**config.mk**
```make
export PLATFORM = sky130hd
export DESIGN_NAME = fade_scanner
export DESIGN_NICKNAME = d
export VERILOG_FILES = /design/src/rtl/fade_scanner.sv
export SDC_FILE = /design/constraint.sdc
export NUM_CORES = 1
export LEC_CHECK = 0
export CORE_MARGIN = 2
export CORE_UTILIZATION = 30
export DETAILED_ROUTE_END_ITERATION = 6
export HOLD_SLACK_MARGIN = 0.08
export PLACE_DENSITY = 0.56
export SETUP_SLACK_MARGIN = 0.2
export SLEW_MARGIN = 20
export SYNTH_ARGS = -nofsm -noshare
export SYNTH_HDL_FRONTEND = slang
export SYNTH_SLANG_ARGS = --single-unit
```
**constraint.sdc**
```tcl
create_clock -name clk -period 2.2 [get_ports clk]
set_input_delay 0.22 -clock clk [delete_from_list [all_inputs] [get_ports clk]]
set_output_delay 0.22 -clock clk [all_outputs]
set_load 0.03 [all_outputs]
```
**src/rtl/fade_scanner.sv**
```systemverilog
// fade_scanner: bouncing-head animation with a geometric fade trail across 24 display columns
module fade_scanner #(
  parameter int TICK_DIV    = 1000000,
  parameter int DECAY_SHIFT = 2,
  parameter int HEAD_LEVEL  = 255,
  parameter int HOLD_TICKS  = 0
) (
  input  logic       clk,
  input  logic       reset,
  input  logic       enable,
  output logic [7:0] pwm_1_l, output logic [7:0] pwm_1_m, output logic [7:0] pwm_1_r,
  output logic [7:0] pwm_2_l, output logic [7:0] pwm_2_m, output logic [7:0] pwm_2_r,
  output logic [7:0] pwm_3_l, output logic [7:0] pwm_3_m, output logic [7:0] pwm_3_r,
  output logic [7:0] pwm_4_l, output logic [7:0] pwm_4_m, output logic [7:0] pwm_4_r,
  output logic [7:0] pwm_5_l, output logic [7:0] pwm_5_m, output logic [7:0] pwm_5_r,
  output logic [7:0] pwm_6_l, output logic [7:0] pwm_6_m, output logic [7:0] pwm_6_r,
  output logic [7:0] pwm_7_l, output logic [7:0] pwm_7_m, output logic [7:0] pwm_7_r,
  output logic [7:0] pwm_8_l, output logic [7:0] pwm_8_m, output logic [7:0] pwm_8_r,
  output logic       tick,
  output logic [4:0] head_pos,
  output logic       dir_down
);
  localparam int CW = $clog2(TICK_DIV);
  localparam int HW = HOLD_TICKS > 0 ? $clog2(HOLD_TICKS + 1) : 1;
  typedef enum logic [2:0] {IDLE, RUN_UP, RUN_DN, HOLD_HI, HOLD_LO} state_t;
  state_t          st_q, st_d;
  logic [CW-1:0]   cnt_q, cnt_d;
  logic            tick_q, tick_d;
  logic [4:0]      head_q, head_d;
  logic            dir_q, dir_d;
  logic [HW-1:0]   hold_q, hold_d;
  logic            wr;
  logic [7:0]      lvl_q [24];
  logic [7:0]      lvl_d [24];
  // Small levels still fade by at least one step so the trail always reaches 0.
  function automatic logic [7:0] decay(input logic [7:0] v);
    logic [7:0] s;
    s = v >> DECAY_SHIFT;
    return v - ((s == 8'd0) ? {7'd0, v != 8'd0} : s);
  endfunction
  always_comb begin
    tick_d = cnt_q == CW'(TICK_DIV - 1);
    cnt_d  = tick_d ? '0 : cnt_q + 1'b1;
    st_d   = st_q;
    head_d = head_q;
    dir_d  = dir_q;
    hold_d = hold_q;
    wr     = 1'b0;
    if (tick_q) begin
      if (!enable) begin
        st_d   = IDLE;
        head_d = 5'd0;
        dir_d  = 1'b0;
      end else begin
        case (st_q)
          IDLE: begin
            head_d = 5'd0;
            dir_d  = 1'b0;
            wr     = 1'b1;
            st_d   = RUN_UP;
          end
          RUN_UP: begin
            head_d = head_q + 5'd1;
            wr     = 1'b1;
            if (head_q == 5'd22) begin
              st_d   = HOLD_HI;
              hold_d = HW'(HOLD_TICKS);
            end
          end
          RUN_DN: begin
            head_d = head_q - 5'd1;
            wr     = 1'b1;
            if (head_q == 5'd1) begin
              st_d   = HOLD_LO;
              hold_d = HW'(HOLD_TICKS);
            end
          end
          HOLD_HI: begin
            wr = 1'b1;
            if (hold_q != '0) hold_d = hold_q - 1'b1;
            else begin
              head_d = 5'd22;
              dir_d  = 1'b1;
              st_d   = RUN_DN;
            end
          end
          HOLD_LO: begin
            wr = 1'b1;
            if (hold_q != '0) hold_d = hold_q - 1'b1;
            else begin
              head_d = 5'd1;
              dir_d  = 1'b0;
              st_d   = RUN_UP;
            end
          end
          default: st_d = IDLE;
        endcase
      end
    end
    for (int k = 0; k < 24; k++)
      lvl_d[k] = !tick_q ? lvl_q[k] : (wr && head_d == 5'(k)) ? 8'(HEAD_LEVEL) : decay(lvl_q[k]);
  end
  always_ff @(posedge clk) begin
    if (reset) begin
      st_q   <= IDLE;
      cnt_q  <= '0;
      tick_q <= 1'b0;
      head_q <= 5'd0;
      dir_q  <= 1'b0;
      hold_q <= '0;
      lvl_q  <= '{default: 8'd0};
    end else begin
      st_q   <= st_d;
      cnt_q  <= cnt_d;
      tick_q <= tick_d;
      head_q <= head_d;
      dir_q  <= dir_d;
      hold_q <= hold_d;
      lvl_q  <= lvl_d;
    end
  end
  assign tick     = tick_q;
  assign head_pos = head_q;
  assign dir_down = dir_q;
  assign pwm_1_l = lvl_q[0];  assign pwm_1_m = lvl_q[1];  assign pwm_1_r = lvl_q[2];
  assign pwm_2_l = lvl_q[3];  assign pwm_2_m = lvl_q[4];  assign pwm_2_r = lvl_q[5];
  assign pwm_3_l = lvl_q[6];  assign pwm_3_m = lvl_q[7];  assign pwm_3_r = lvl_q[8];
  assign pwm_4_l = lvl_q[9];  assign pwm_4_m = lvl_q[10]; assign pwm_4_r = lvl_q[11];
  assign pwm_5_l = lvl_q[12]; assign pwm_5_m = lvl_q[13]; assign pwm_5_r = lvl_q[14];
  assign pwm_6_l = lvl_q[15]; assign pwm_6_m = lvl_q[16]; assign pwm_6_r = lvl_q[17];
  assign pwm_7_l = lvl_q[18]; assign pwm_7_m = lvl_q[19]; assign pwm_7_r = lvl_q[20];
  assign pwm_8_l = lvl_q[21]; assign pwm_8_m = lvl_q[22]; assign pwm_8_r = lvl_q[23];
endmodule

```
After elaboration in Yosys (flattened, before gate mapping)
Index checks and enable logic that the tools add are counted.
Storage, ports and cells
  RAM bits: 0
  bits in read-only memories: 0
  bits in latches: 0
  memories kept: 0
  logic and storage cells: 246
  output and inout port bits: 199
  register bits: 223
Cells by class
  shift-type cells: 0
  mux-type cells: 70
  divide/modulo/power cells: 0
  $mul: 0
  reduce and logical (&&, ||, !) cells: 81
  equal/unequal tests: 37
  bitwise gates (word level): 0
  order comparisons: 0
  $add $sub $neg: 28
Operators with widths (count)
  8-bit zero test: 24
  8-bit 2-to-1 mux: 24
  8-bit nonzero test: 24
  8-bit by 6-bit subtractor with 8-bit output: 24
  6-bit 2-to-1 mux: 24
  5-bit == test, second input constant: 9
  5-bit by 4-bit == test with 1-bit output, second input constant: 8
  5-bit one-hot mux with 5 select lines: 1
  1-bit logical AND: 24
  20-bit by 1-bit adder with 20-bit output, second input constant: 1
  20-bit == test, second input constant: 1
  5-bit by 3-bit == test with 1-bit output, second input constant: 4
  5-bit 2-to-1 mux: 4
  3-bit 2-to-1 mux: 5
  3-bit one-hot mux with 5 select lines: 1
  3-bit != test, second input constant: 4
  5-bit by 1-bit == test with 1-bit output, second input constant: 2
  5-bit by 2-bit == test with 1-bit output, second input constant: 2
  5-bit AND reduction: 2
  1-bit 2-to-1 mux: 9
  3-bit by 2-bit == test with 1-bit output, second input constant: 2
  1-bit one-hot mux with 3 select lines: 2
  5-bit by 1-bit adder with 5-bit output, second input constant: 1
  5-bit zero test: 1
  11 further kinds: 13

Logic depth before layout (Yosys ltp)
  depth in word-level cells: 7
  depth in mapped cells: 13

Worst setup path before layout
No wires, ideal clock.
  path kind: register to register
  start: reg lvl_q, in the netlist pwm_2_r[1]
  end: reg lvl_q, in the netlist pwm_2_r[6]
  path buffers: 0
  library setup time: 132 ps
  period minus slack after synthesis: 2644 ps
  path slack: -444 ps
  arrival time: 2512 ps
  stages on the path, launching flop included: 13
  cell sequence: dfxtp_1 > nor2_1 > nor3_1 > a41o_1 > ha_1 > inv_1 > fa_1 > a21o_1 > a21oi_1 > nor2_1 > a2111o_1 > xnor2_1 > a21oi_1
On the way
  cells in the longest elaborated chain, start to end: 4
RTL lines
  start: declaration: line 33  | logic [7:0] lvl_q [24];
  start signal: assignment: line 119  | lvl_q <= lvl_d;
  8-bit nonzero test: line 39  | return v - ((s == 8'd0) ? {7'd0, v != 8'd0} : s);
  6-bit 2-to-1 mux: line 39
  8-bit by 6-bit subtractor with 8-bit output *: line 39
  8-bit 2-to-1 mux *: line 101  | lvl_d[k] = !tick_q ? lvl_q[k] : (wr && head_d == 5'(k)) ? 8'(HEAD_LEVEL) : decay(lvl_q[k]);
Every way passes the cells marked *; elsewhere a longest branch is shown, timed or not.
A chain may end at the register's enable or synchronous reset.

Worst setup path after layout
  start: reg lvl_q, in the netlist pwm_2_m[3]
  end: reg lvl_q, in the netlist pwm_2_m[6]
On the way
  cells in the longest elaborated chain, start to end: 4
RTL lines (line)
  8-bit nonzero test / 8-bit zero test (equally long branches): 39
  6-bit 2-to-1 mux: 39
  8-bit by 6-bit subtractor with 8-bit output *: 39
  8-bit 2-to-1 mux *: 101
Marked as above.

==> impl_metrics.json <==
{
  "fin_worst_skew_ns": 0.0263,
  "cts_buffer_depth": 3,
  "die_x_um": 227,
  "hp-start": "enable",
  "dpl.cell_count": 2939,
  "synth_top_area_cell": "dfxtp_1",
  "swShare": 0.227,
  "grt_pass1_wl_um": 75500,
  "crit_slowest_cell": "a2111o_1",
  "ios": 202,
  "syn_area_mm2": 0.0149,
  "synth_cell_types": 69,
  "crit_buf_inv": 1,
  "synth_edf_count": 0,
  "internal_power_mw": 6.97,
  "violations": "setup timing",
  "drc": 0,
  "hold_class": "in -> reg",
  "switchingPower_mw": 2.04,
  "ant_nets": 0,
  "slew_headroom": 0.271,
  "ys_seq_area_frac": 0.299,
  "die_h_um": 227,
  "async_reset_ff_frac": 0,
  "drt-initial-drc-count": 512,
  "synth-warning-count": 0,
  "fin_setup_tns_ns": -10.18,
  "routed_wl_um": 47800,
  "syn_nets": 1984,
  "max_cap_violations": 0,
  "p_per_area_mw_per_mm2": 374,
  "cp_max_fo": 2,
  "finalInstanceArea_mm2": 0.0241,
  "portBuffers": 201,
  "crit_type": "reg -> reg",
  "clock_latency_ns": 0.59,
  "core-area_mm2": 0.0490,
  "cts.root.buffer_cell": "clkbuf_16",
  "final_cells": 3072,
  "cts_tree": "yes",
  "syn_avg_cell_area_um2": 8.21,
  "vias_per_cell": 4.88,
  "clk_pin_slew_worst_paths_ns": 0.05,
  "cts_num_sinks": 222,
  "worst-endpoint-required_ns": 2.63,
  "max_clock_freq_mhz": 425,
  "worst_slew_pin_slew_ns": 1.09,
  "numCtsBuffers": 29,
  "syn_inst": 1812,
  "crit_path_end_kind": "register",
  "hold_viol": 0,
  "setup_violations": 164,
  "p_leak_nw": 9.74,
  "yosysMostFrequentCell": "dfxtp_1",
  "h-tree-depth": 1,
  "synthFlopType": "dfxtp_1",
  "synth_top_area_frac": 0.299,
  "p_seq_frac": 0.438,
  "worstPathArrival_ns": 2.78,
  "grt_pass1_vias": 15100,
  "cpPeakStageDelay_ns": 0.39,
  "post_dp_cell_area_mm2": 0.0208,
  "status": "complete, but fails checks",
  "nNetsFinal": 2557,
  "synth_common_cells": "dfxtp_1, inv_1, o21ai_0",
  "combPwrFrac": 0.014,
  "synth_area_leaders": "dfxtp_1, ha_1, o21ai_0, xnor2_1, a21oi_1",
  "postLayoutCoreUtil": 0.493,
  "path_cells": "nor3_2 > a41o_1 > ha_2 > inv_2 > fa_2 > a21o_1 > a21oi_2 > nor2_1 > a2111o_1 > xnor2_1 > a21oi_1",
  "regMostFlops": "cnt_q",
  "largest_reg_flops": 20,
  "grt_max_degree": 78,
  "routedWlPerCell_um": 15.6,
  "synth-seq-cells": 222,
  "num_vias": 15000,
  "path_delay_family": "compound AO/OA/AOI/OAI gates",
  "irDropWorstVdd_v": 0.000534,
  "rr_startpoint": "pwm_2_m[3]",
  "startpoint_type": "register",
  "routabilityCongestion": 0.834,
  "initial_core_util": 0.304,
  "antenna_found_initial": 1,
  "hpwl_um": 33600,
  "drt_first_pass_iters": 5,
  "row_count": 81,
  "layout-drive-gt1-share": 0.403,
  "slew_violations": 0,
  "dieArea_mm2": 0.0514,
  "pwr-share-clk": 0.548,
  "grt_usage": 0.180,
  "postLayoutSetupSlackWorst_ns": -0.152,
  "fin_crit_ns": 2.35,
  "finalCritPeriodShare": 1.07,
  "rsz0062_at_grt": "yes",
  "grt_overflow": 0,
  "fillCellCount": 4506,
  "startpoint": "pwm_2_m[3]",
  "area_growth_pct": 62.1
}
==> layout make-up <==
cell class                 count  area (um^2)  share of cell area
inverter                     194          738              0.0306
sequential                   222         4770               0.198
clock buffer                  41          842              0.0349
antenna                        1         2.50            0.000104
tap                          664          831              0.0345
clock inverter                12          146             0.00607
multi-input combinational   1331        11300               0.468
timing repair buffer         607         5510               0.229
==> power by group through the flow <==
stage                     Sequential, mW  Clock [mW]  Combinational (mW)
after CTS                           3.95        5.10               0.111
after global placement              4.04           0              0.0990
after detailed placement            4.04           0              0.0991
after floorplan                     4.04           0              0.0623
after global routing                3.95        5.25               0.134
final                               3.95        4.94               0.125
==> per-layer routing <==
metal	GRT usage	share of wire	vias to the layer above
met5	0	0	-
met4	0.0666	0.033	0
met3	0.0330	0.040	88
met2	0.318	0.50	231
met1	0.216	0.43	7174
li1	-	-	7502
==> worst min-delay path, stage by stage <==
cell and delay, ns:
clkdlybuf4s50_1 0.56, nand3_1 0.15, a211oi_1 0.06
==> layout by cell type, fill, tap and decap left out, types with 20 or more instances in the layout <==
| cell type | synthesis | routed |
|---|---|---|
| nor2_1 | 126 | 100 |
| xor2_1 | 29 | 27 |
| o21ai_2 | 0 | 65 |
| nor3_1 | 49 | 24 |
| mux2i_1 | 53 | 53 |
| o21ai_0 | 193 | 57 |
| buf_6 | 0 | 52 |
| inv_1 | 194 | 175 |
| dfxtp_1 | 222 | 88 |
| a21o_1 | 26 | 26 |
| o21a_1 | 21 | 21 |
| ha_1 | 145 | 124 |
| clkdlybuf4s50_1 | 0 | 142 |
| or3_1 | 21 | 21 |
| dlymetal6s2s_1 | 0 | 34 |
| xnor2_1 | 108 | 96 |
| a21oi_2 | 0 | 98 |
| nor2b_1 | 43 | 38 |
| o21ai_1 | 0 | 71 |
| a41o_1 | 21 | 21 |
| dfxtp_2 | 0 | 72 |
| nand3b_1 | 20 | 20 |
| fa_2 | 0 | 24 |
| clkbuf_16 | 0 | 30 |
| a21oi_1 | 175 | 76 |
| buf_4 | 1 | 338 |
| dfxtp_4 | 0 | 62 |
| dlygate4sd2_1 | 0 | 23 |
| nand2_1 | 93 | 76 |
==> kinds of logic after synthesis <==
logic type      Yosys count  synth area share
mux                      54            0.0364
flops                   222             0.299
buf+inv                 259            0.0660
fa+ha+maj               173             0.157
compound gates          526             0.211
xor+xnor                137            0.0807
simple gates            441             0.150
==> stage by stage <==
stage	setup WS (ns)	power, mW	hold slack [ns]
floorplan	-0.140	4.10	0.438
global route	-0.304	9.34	0.484
finish	-0.152	9.02	0.473
global placement	-0.195	4.14	0.461
CTS	-0.158	9.16	0.429
detailed placement	-0.216	4.14	0.472
==> what timing repair did <==
action | in CTS | in global routing
pin swaps | 93 | 82
cloned | 0 | 0
setup endpoints to repair | 215 | 229
hold buffers | 1 | 0
buffers inserted | 49 | 29
resized for setup | 302 | 229
endpoints found under the hold margin | 4 | 0
==> worst paths after layout <==
check,slack (ns),cells after the start,to
setup / recovery,-0.15,11,pwm_2_m[6]
hold / removal,0.47,3,st_q[1]
setup reg to reg,-0.15,11,pwm_2_m[6]
hold reg to reg,0.48,1,cnt_q[0]
Power figures use the tool's default switching activity.
